[config.mk]
export PLATFORM = sky130hd
export DESIGN_NAME = sram_rw_port_arbiter
export DESIGN_NICKNAME = d
export VERILOG_FILES = /design/src/rtl/sram_rw_port_arbiter.sv
export SDC_FILE = /design/constraint.sdc
export NUM_CORES = 1
export LEC_CHECK = 0
export CAP_MARGIN = 20
export CORE_AREA = 2 2 94 96
export DETAILED_ROUTE_END_ITERATION = 7
export DIE_AREA = 0 0 96 98
export PLACE_DENSITY_LB_ADDON = 0.05
export SETUP_SLACK_MARGIN = 0.05
export SLEW_MARGIN = 25
export SYNTH_ARGS = -nofsm -noshare
export SYNTH_HDL_FRONTEND = slang
export SYNTH_SLANG_ARGS = --single-unit
[constraint.sdc]
create_clock -name clk -period 2.7 [get_ports clk]
set_input_delay 0.54 -clock clk [delete_from_list [all_inputs] [get_ports clk]]
set_output_delay 0.54 -clock clk [all_outputs]
set_load 0.02 [all_outputs]
[src/rtl/sram_rw_port_arbiter.sv]
`default_nettype none
// ============================================================================
// sram_rw_port_arbiter: round-robin A/B arbiter and array-clear engine for SRAM port 0
// Revision: 1.0
// ============================================================================
module sram_rw_port_arbiter #(
  parameter int ADDR_WIDTH = 9,
  parameter int DATA_WIDTH = 32,
  parameter int NUM_WMASKS = 4,
  parameter logic [DATA_WIDTH-1:0] CLEAR_VALUE = 32'h00000000
) (
  input  logic                  clk,
  input  logic                  rst_n,
  input  logic                  a_req,
  input  logic                  a_we,
  input  logic [NUM_WMASKS-1:0] a_wmask,
  input  logic [ADDR_WIDTH-1:0] a_addr,
  input  logic [DATA_WIDTH-1:0] a_wdata,
  output logic                  a_gnt,
  output logic                  a_rvalid,
  output logic [DATA_WIDTH-1:0] a_rdata,
  input  logic                  b_req,
  input  logic                  b_we,
  input  logic [NUM_WMASKS-1:0] b_wmask,
  input  logic [ADDR_WIDTH-1:0] b_addr,
  input  logic [DATA_WIDTH-1:0] b_wdata,
  output logic                  b_gnt,
  output logic                  b_rvalid,
  output logic [DATA_WIDTH-1:0] b_rdata,
  input  logic                  clr_start,
  output logic                  clr_busy,
  output logic                  clr_done,
  output logic                  sram_csb0,
  output logic                  sram_web0,
  output logic [NUM_WMASKS-1:0] sram_wmask0,
  output logic [ADDR_WIDTH-1:0] sram_addr0,
  output logic [DATA_WIDTH-1:0] sram_din0,
  input  logic [DATA_WIDTH-1:0] sram_dout0
);

  typedef enum logic [0:0] {
    IDLE  = 1'b0,
    CLEAR = 1'b1
  } state_t;

  state_t                state;
  state_t                state_nxt;
  logic                  rr_ptr;     // 0: A wins a tie, 1: B wins a tie
  logic [ADDR_WIDTH:0]   clr_cnt;
  logic                  clr_last;

  // Termination looks only at the low bits so the extra counter bit never matters.
  assign clr_last = &clr_cnt[ADDR_WIDTH-1:0];
  assign clr_busy = rst_n && (state == CLEAR);
  assign a_rdata  = a_rvalid ? sram_dout0 : '0;
  assign b_rdata  = b_rvalid ? sram_dout0 : '0;

  always_comb begin
    state_nxt   = state;
    a_gnt       = 1'b0;
    b_gnt       = 1'b0;
    sram_csb0   = 1'b1;
    sram_web0   = 1'b1;
    sram_wmask0 = '0;
    sram_addr0  = '0;
    sram_din0   = '0;
    if (rst_n) begin
      case (state)
        IDLE: begin
          if (a_req && (!b_req || !rr_ptr)) begin
            a_gnt = 1'b1;
          end else if (b_req) begin
            b_gnt = 1'b1;
          end
          if (a_gnt) begin
            sram_csb0   = 1'b0;
            sram_web0   = ~a_we;
            sram_wmask0 = a_we ? a_wmask : '0;
            sram_addr0  = a_addr;
            sram_din0   = a_wdata;
          end else if (b_gnt) begin
            sram_csb0   = 1'b0;
            sram_web0   = ~b_we;
            sram_wmask0 = b_we ? b_wmask : '0;
            sram_addr0  = b_addr;
            sram_din0   = b_wdata;
          end
          if (clr_start) begin
            state_nxt = CLEAR;
          end
        end
        CLEAR: begin
          sram_csb0   = 1'b0;
          sram_web0   = 1'b0;
          sram_wmask0 = '1;
          sram_addr0  = clr_cnt[ADDR_WIDTH-1:0];
          sram_din0   = CLEAR_VALUE;
          if (clr_last) begin
            state_nxt = IDLE;
          end
        end
        default: state_nxt = IDLE;
      endcase
    end
  end

  always_ff @(posedge clk) begin
    if (!rst_n) begin
      state    <= IDLE;
      rr_ptr   <= 1'b0;
      clr_cnt  <= '0;
      a_rvalid <= 1'b0;
      b_rvalid <= 1'b0;
      clr_done <= 1'b0;
    end else begin
      state    <= state_nxt;
      a_rvalid <= a_gnt && !a_we;
      b_rvalid <= b_gnt && !b_we;
      clr_done <= (state == CLEAR) && clr_last;
      if (a_gnt) begin
        rr_ptr <= 1'b1;
      end else if (b_gnt) begin
        rr_ptr <= 1'b0;
      end
      if (state == CLEAR) begin
        clr_cnt <= clr_last ? '0 : clr_cnt + 1'b1;
      end
    end
  end

endmodule
`default_nettype wire

* After elaboration in Yosys (flattened, before gate mapping)
Index checks and enable logic that the tools add are counted.
Word-level totals: flip-flop bits (word level) 15, bits in latches 0, memory bits (writable) 0, bits in read-only memories 0, memories kept 0
Cells by class: $add $sub $neg 1, multiply operators 0, div/mod/pow operators 0, $lt $le $gt $ge 0, equality and inequality tests 0, shifts and indexed selects 0, muxes and demuxes 41, bitwise operators 3, reduce and logical (&&, ||, !) cells 12
Operators by type and width (number):
- two-way mux 32 bit | 5
- case mux 32 bit (2 select lines) | 1
- two-way mux 9 bit | 3
- two-way mux 1 bit | 21
- two-way mux 4 bit | 5
- case mux 9 bit (2 select lines) | 1
- adder 10 x 1 -> 10 bit, second input constant | 1
- two-way mux 10 bit | 1
- AND reduction 9 bit | 1
- case mux 4 bit (2 select lines) | 1
- case mux 1 bit (2 select lines) | 3
- logical AND 1 bit | 5
- logical NOT 1 bit | 4
- inverter 1 bit | 3
- nonzero test 2 bit | 1
- logical OR 1 bit | 1

* Logic depth before layout (Yosys ltp)
Gate-level depths: netlist (run 1).
depth in word-level cells 10, gate-level depth with buffers 7, depth with buffers taken out 7

* Worst setup path before layout (run 1)
Ideal clock, no wire load.
kind input port to output port, from input port a_req, to output port sram_web0, arrival time 1489 ps, data required time 2160 ps, setup slack 671 ps, stages on the path 4, path buffers 1, cell sequence a21boi_1 buf_2 a32o_1 o21ai_0
On the way: word-level cells in the longest chain between the ends 8, elaborated cells between the ends (all ways) 11, classes of those cells mux (10); reduce/logical (1)
Ends and longest elaborated chain:
- from (decl) | line 14 | input logic a_req,
- logical AND 1 bit * | line 70 | if (a_req && (!b_req || !rr_ptr)) begin
- two-way mux 1 bit | line 70
- two-way mux 1 bit | line 68 | case (state)
- two-way mux 1 bit | line 67 | if (rst_n) begin
- two-way mux 1 bit | line 81 | end else if (b_gnt) begin
- two-way mux 1 bit * | line 75 | if (a_gnt) begin
- case mux 1 bit (2 select lines) * | line 68
- two-way mux 1 bit * | line 67
- to (decl) | line 34 | output logic sram_web0,
Every way passes the cells marked *; elsewhere a longest branch is shown, timed or not. The select of a mux whose other input is x is not followed.

* Final worst setup path (run 1)
from input port rst_n, to output port sram_addr0[0]
On the way: word-level cells in the longest chain between the ends 1
Ends and longest elaborated chain:
- from (decl) | line 13 | input logic rst_n,
- two-way mux 9 bit | line 67
- to (decl) | line 36 | output logic [ADDR_WIDTH-1:0] sram_addr0,
Every way passes these cells.

==> flow_metrics.py, run 1 <==
metrics = {
    "outcome": {
        "status": "complete, no violations",
    },
    "cells_and_area": {
        "final_cells": 585,
        "area_growth_pct": 157,
        "num_antenna_cells": 0,
        "postLayoutCellArea_um2": 4340,
        "nNetsFinal": 609,
        "drive_above_1_share": 0.122,
    },
    "logic_synthesis": {
        "yosys.cell_types.count": 36,
        "synth-edff-count": 0,
        "synthSimpleGateAreaFrac": 0.402,
        "synth_nets": 362,
        "muxShareOfSynthArea": 0.0118,
        "ys_warn_count": 0,
        "syn_area_um2": 1690,
        "synth_top_family_by_area": "simple AND/OR/NAND/NOR gates",
        "synth_compound_area_frac": 0.341,
        "synth_cells": 231,
        "synth_top_flop_cell": "dfxtp_1",
        "ys_seq_elements": 14,
        "synthAdderAreaFrac": 0.0148,
        "ys_async_sr_fraction": 0,
        "yosysSeqAreaShare": 0.166,
        "synth_xor_area_frac": 0,
        "avgSynthCellArea_um2": 7.32,
    },
    "routing": {
        "drc": 0,
        "first_iter_violations": 43,
        "routed_wl_mm": 10.6,
        "num_vias": 2672,
        "ant_nets": 0,
        "post_drt_wl_per_cell_um": 18.1,
        "viasPerCell": 4.57,
        "first_pass_iters": 4,
    },
    "global_routing": {
        "grt_use_total": 0.205,
        "antenna_found_initial": 0,
        "grt_max_degree": 36,
        "first_global_vias": 2519,
        "grt_overflow": 0,
        "grt_pass1_wl_mm": 14.8,
    },
    "hold_path": {
        "holdPathStages": 2,
        "hp-class": "register to register",
    },
    "placed_design": {
        "post_dp_cell_area_um2": 4330,
        "gp_congestion": 0.782,
        "place_hpwl_mm": 8.60,
        "port_buffers": 245,
        "dp_cells": 578,
    },
    "cts": {
        "cts_tree": "built",
        "clockRootBuffer": "clkbuf_8",
        "cts_hold_buffers": 0,
        "cts.htree.levels": 1,
        "clk_latency_ns": 0.25,
        "clockBufferDepth": 2,
        "clk_pin_slew_ns": 0.06,
        "cts_made_buffers": 3,
        "cts_sinks": 14,
    },
    "critical_path": {
        "cp_top_family": "buffers and inverters",
        "arrival_ns": 2.05,
        "critPathLaunch": "rst_n",
        "cp_data_required_time_ns": 2.16,
        "path_buf_inv": 3,
        "r2r_end": "clr_cnt[2]$_SDFFE_PN0P_",
        "crit_chain": "clkdlybuf4s50_1 > and3_4 > bufbuf_16 > a221o_1 > buf_2",
        "worst-path-stages": 5,
        "startpoint_type": "input port",
        "worstSetupPathType": "input port to primary output",
        "endpoint": "sram_addr0[0]",
        "max_stage_delay_ns": 0.47,
        "path_max_fanout": 17,
        "reg2reg_from": "clr_cnt[0]$_SDFFE_PN0P_",
        "critPathSlowestCell": "clkdlybuf4s50_1",
        "endpoint_kind": "primary output",
        "r2r_cells": 7,
        "rrSetupSlack_ns": 0.63,
    },
    "power_and_ir_drop": {
        "power_density_nw_per_um2": 240,
        "ir_drop_mv": 0.232,
        "p_leak_nw": 1.78,
        "p_total_mw": 1.04,
    },
    "floorplanning": {
        "die_w_um": 96,
        "coreArea_um2": 8470,
        "num_rows": 34,
        "io_pins": 246,
        "die_h_um": 98,
        "die_area_um2": 9410,
        "start_util": 0.200,
    },
    "run": {
        "cap_violations": 0,
    },
    "timing": {
        "whs_ns": 0.516,
        "finalSetupViolations": 0,
        "timing.final.crit_share": 0.960,
        "finalCriticalPeriod_ns": 2.59,
        "final_max_slew_viol_count": 0,
        "worstMarginPinSlew_ns": 0.281,
        "rsz0062_at_grt": "no",
        "relSlewSlack": 0.810,
        "skew_ns": 0.00222,
        "max_freq_ghz": 0.386,
        "hold_viol_final": 0,
    },
}
-- logic make-up (layout without fill, tap and decap cells) --
family | count (synthesis) | after routing
and+or+nand+nor | 114 | 114
AOI/OAI and AO/OA | 74 | 74
buffers and inverters | 25 | 271
DFF | 14 | 14
adders and majority gates | 2 | 2
muxes | 2 | 2
-- what timing repair did --
action,in CTS,in global routing
resized for setup,125,12
gates cloned,1,1
endpoints found under the setup margin,48,44
setup buffers,1,0
-- worst reg2reg max path: cells and delay by family (launching register included) --
family,cells,cell delay [ns]
DFF,1,0.37
and+or+nand+nor,4,0.91
AOI/OAI and AO/OA,1,0.16
adders and majority gates,2,0.56
-- per-layer routing --
| metal | vias up | wire [µm] | track usage | share of wire |
|---|---|---|---|---|
| met4 | 0 | 294 | 0.0714 | 0.028 |
| met3 | 19 | 846 | 0.0486 | 0.080 |
| met5 | - | 0 | 0 | 0 |
| li1 | 1343 | - | - | - |
| met1 | 1203 | 4400 | 0.252 | 0.42 |
| met2 | 107 | 5040 | 0.343 | 0.48 |
-- cell usage after synthesis (3+ instances only) --
master     n  area share
buf_2      9       0.027
a21boi_0   3       0.013
nor2b_1    5       0.019
clkbuf_1  14       0.031
nand2_1   15       0.033
o21ai_0   11       0.033
nand3_1   11       0.033
and2_1    65        0.24
and3_1     4       0.015
a21boi_1   4       0.018
a31oi_1   10       0.037
or4_1      3       0.013
dfxtp_1   14        0.17
a221o_1    5       0.030
a22o_1    32        0.17
-- cell usage in the layout (no fill, tap or decap), types with 10 or more instances in the layout --
cell / netlist / layout
and2_1: 65 / 65
nand2_1: 15 / 15
a31oi_1: 10 / 10
o21ai_0: 11 / 11
dfxtp_1: 14 / 14
nand3_1: 11 / 11
buf_4: 1 / 19
clkdlybuf4s15_1: 0 / 14
clkdlybuf4s50_1: 0 / 194
a22o_1: 32 / 32
dlygate4sd2_1: 0 / 11
buf_2: 9 / 20
-- per-stage QoR --
stage	setup TNS (ns)	utilization	setup WS, ns
after global placement	-13.97	0.511	-0.382
after floorplan	0	-	0.671
after global routing	0	0.513	0.0644
after detailed placement	-14.52	0.511	-0.382
after CTS	-0.0173	0.510	-0.0140
final	0	0.513	0.109
-- report_power, final --
group          leakage, nW  switching [mW]  internal (mW)  total, mW
combinational         1.64           0.266          0.345      0.611
sequential           0.114         0.00685          0.213      0.220
clock               0.0288          0.0800          0.129      0.209
total                 1.78           0.353          0.687       1.04
-- flip-flops by register name, summed over array words and instances (netlist names) --
signal	cells
rr_ptr	1
b_rvalid	1
a_rvalid	1
clr_done	1
state	1
clr_cnt	9
-- worst min path at each step --
stage | endpoint | from | slack (ns)
6_report | rr_ptr$_SDFFE_PN0P_ | rr_ptr$_SDFFE_PN0P_ | 0.52
5_1_grt | rr_ptr$_SDFFE_PN0P_ | rr_ptr$_SDFFE_PN0P_ | 0.55
4_1_cts | rr_ptr$_SDFFE_PN0P_ | rr_ptr$_SDFFE_PN0P_ | 0.52
3_5_place_dp | rr_ptr$_SDFFE_PN0P_ | rr_ptr$_SDFFE_PN0P_ | 0.50
3_3_place_gp | rr_ptr$_SDFFE_PN0P_ | rr_ptr$_SDFFE_PN0P_ | 0.48
2_1_floorplan | rr_ptr$_SDFFE_PN0P_ | rr_ptr$_SDFFE_PN0P_ | 0.45
-- final cells by class --
| type | instances | area [µm²] |
|---|---|---|
| Clock buffer | 4 | 55.1 |
| Multi-Input combinational cell | 192 | 1310 |
| Timing Repair Buffer | 266 | 2550 |
| Fill cell | 830 | 4130 |
| Tap cell | 108 | 135 |
| Sequential cell | 14 | 280 |
| Inverter | 1 | 3.75 |
No activity file was read; power rests on OpenSTA's default activity.
==> run 2: changes to the inputs <==
- CTS_CLUSTER_SIZE: unset -> 12
==> results of run 2 <==
Same layout as run 1: the final DEF is identical, and so are final timing and power.
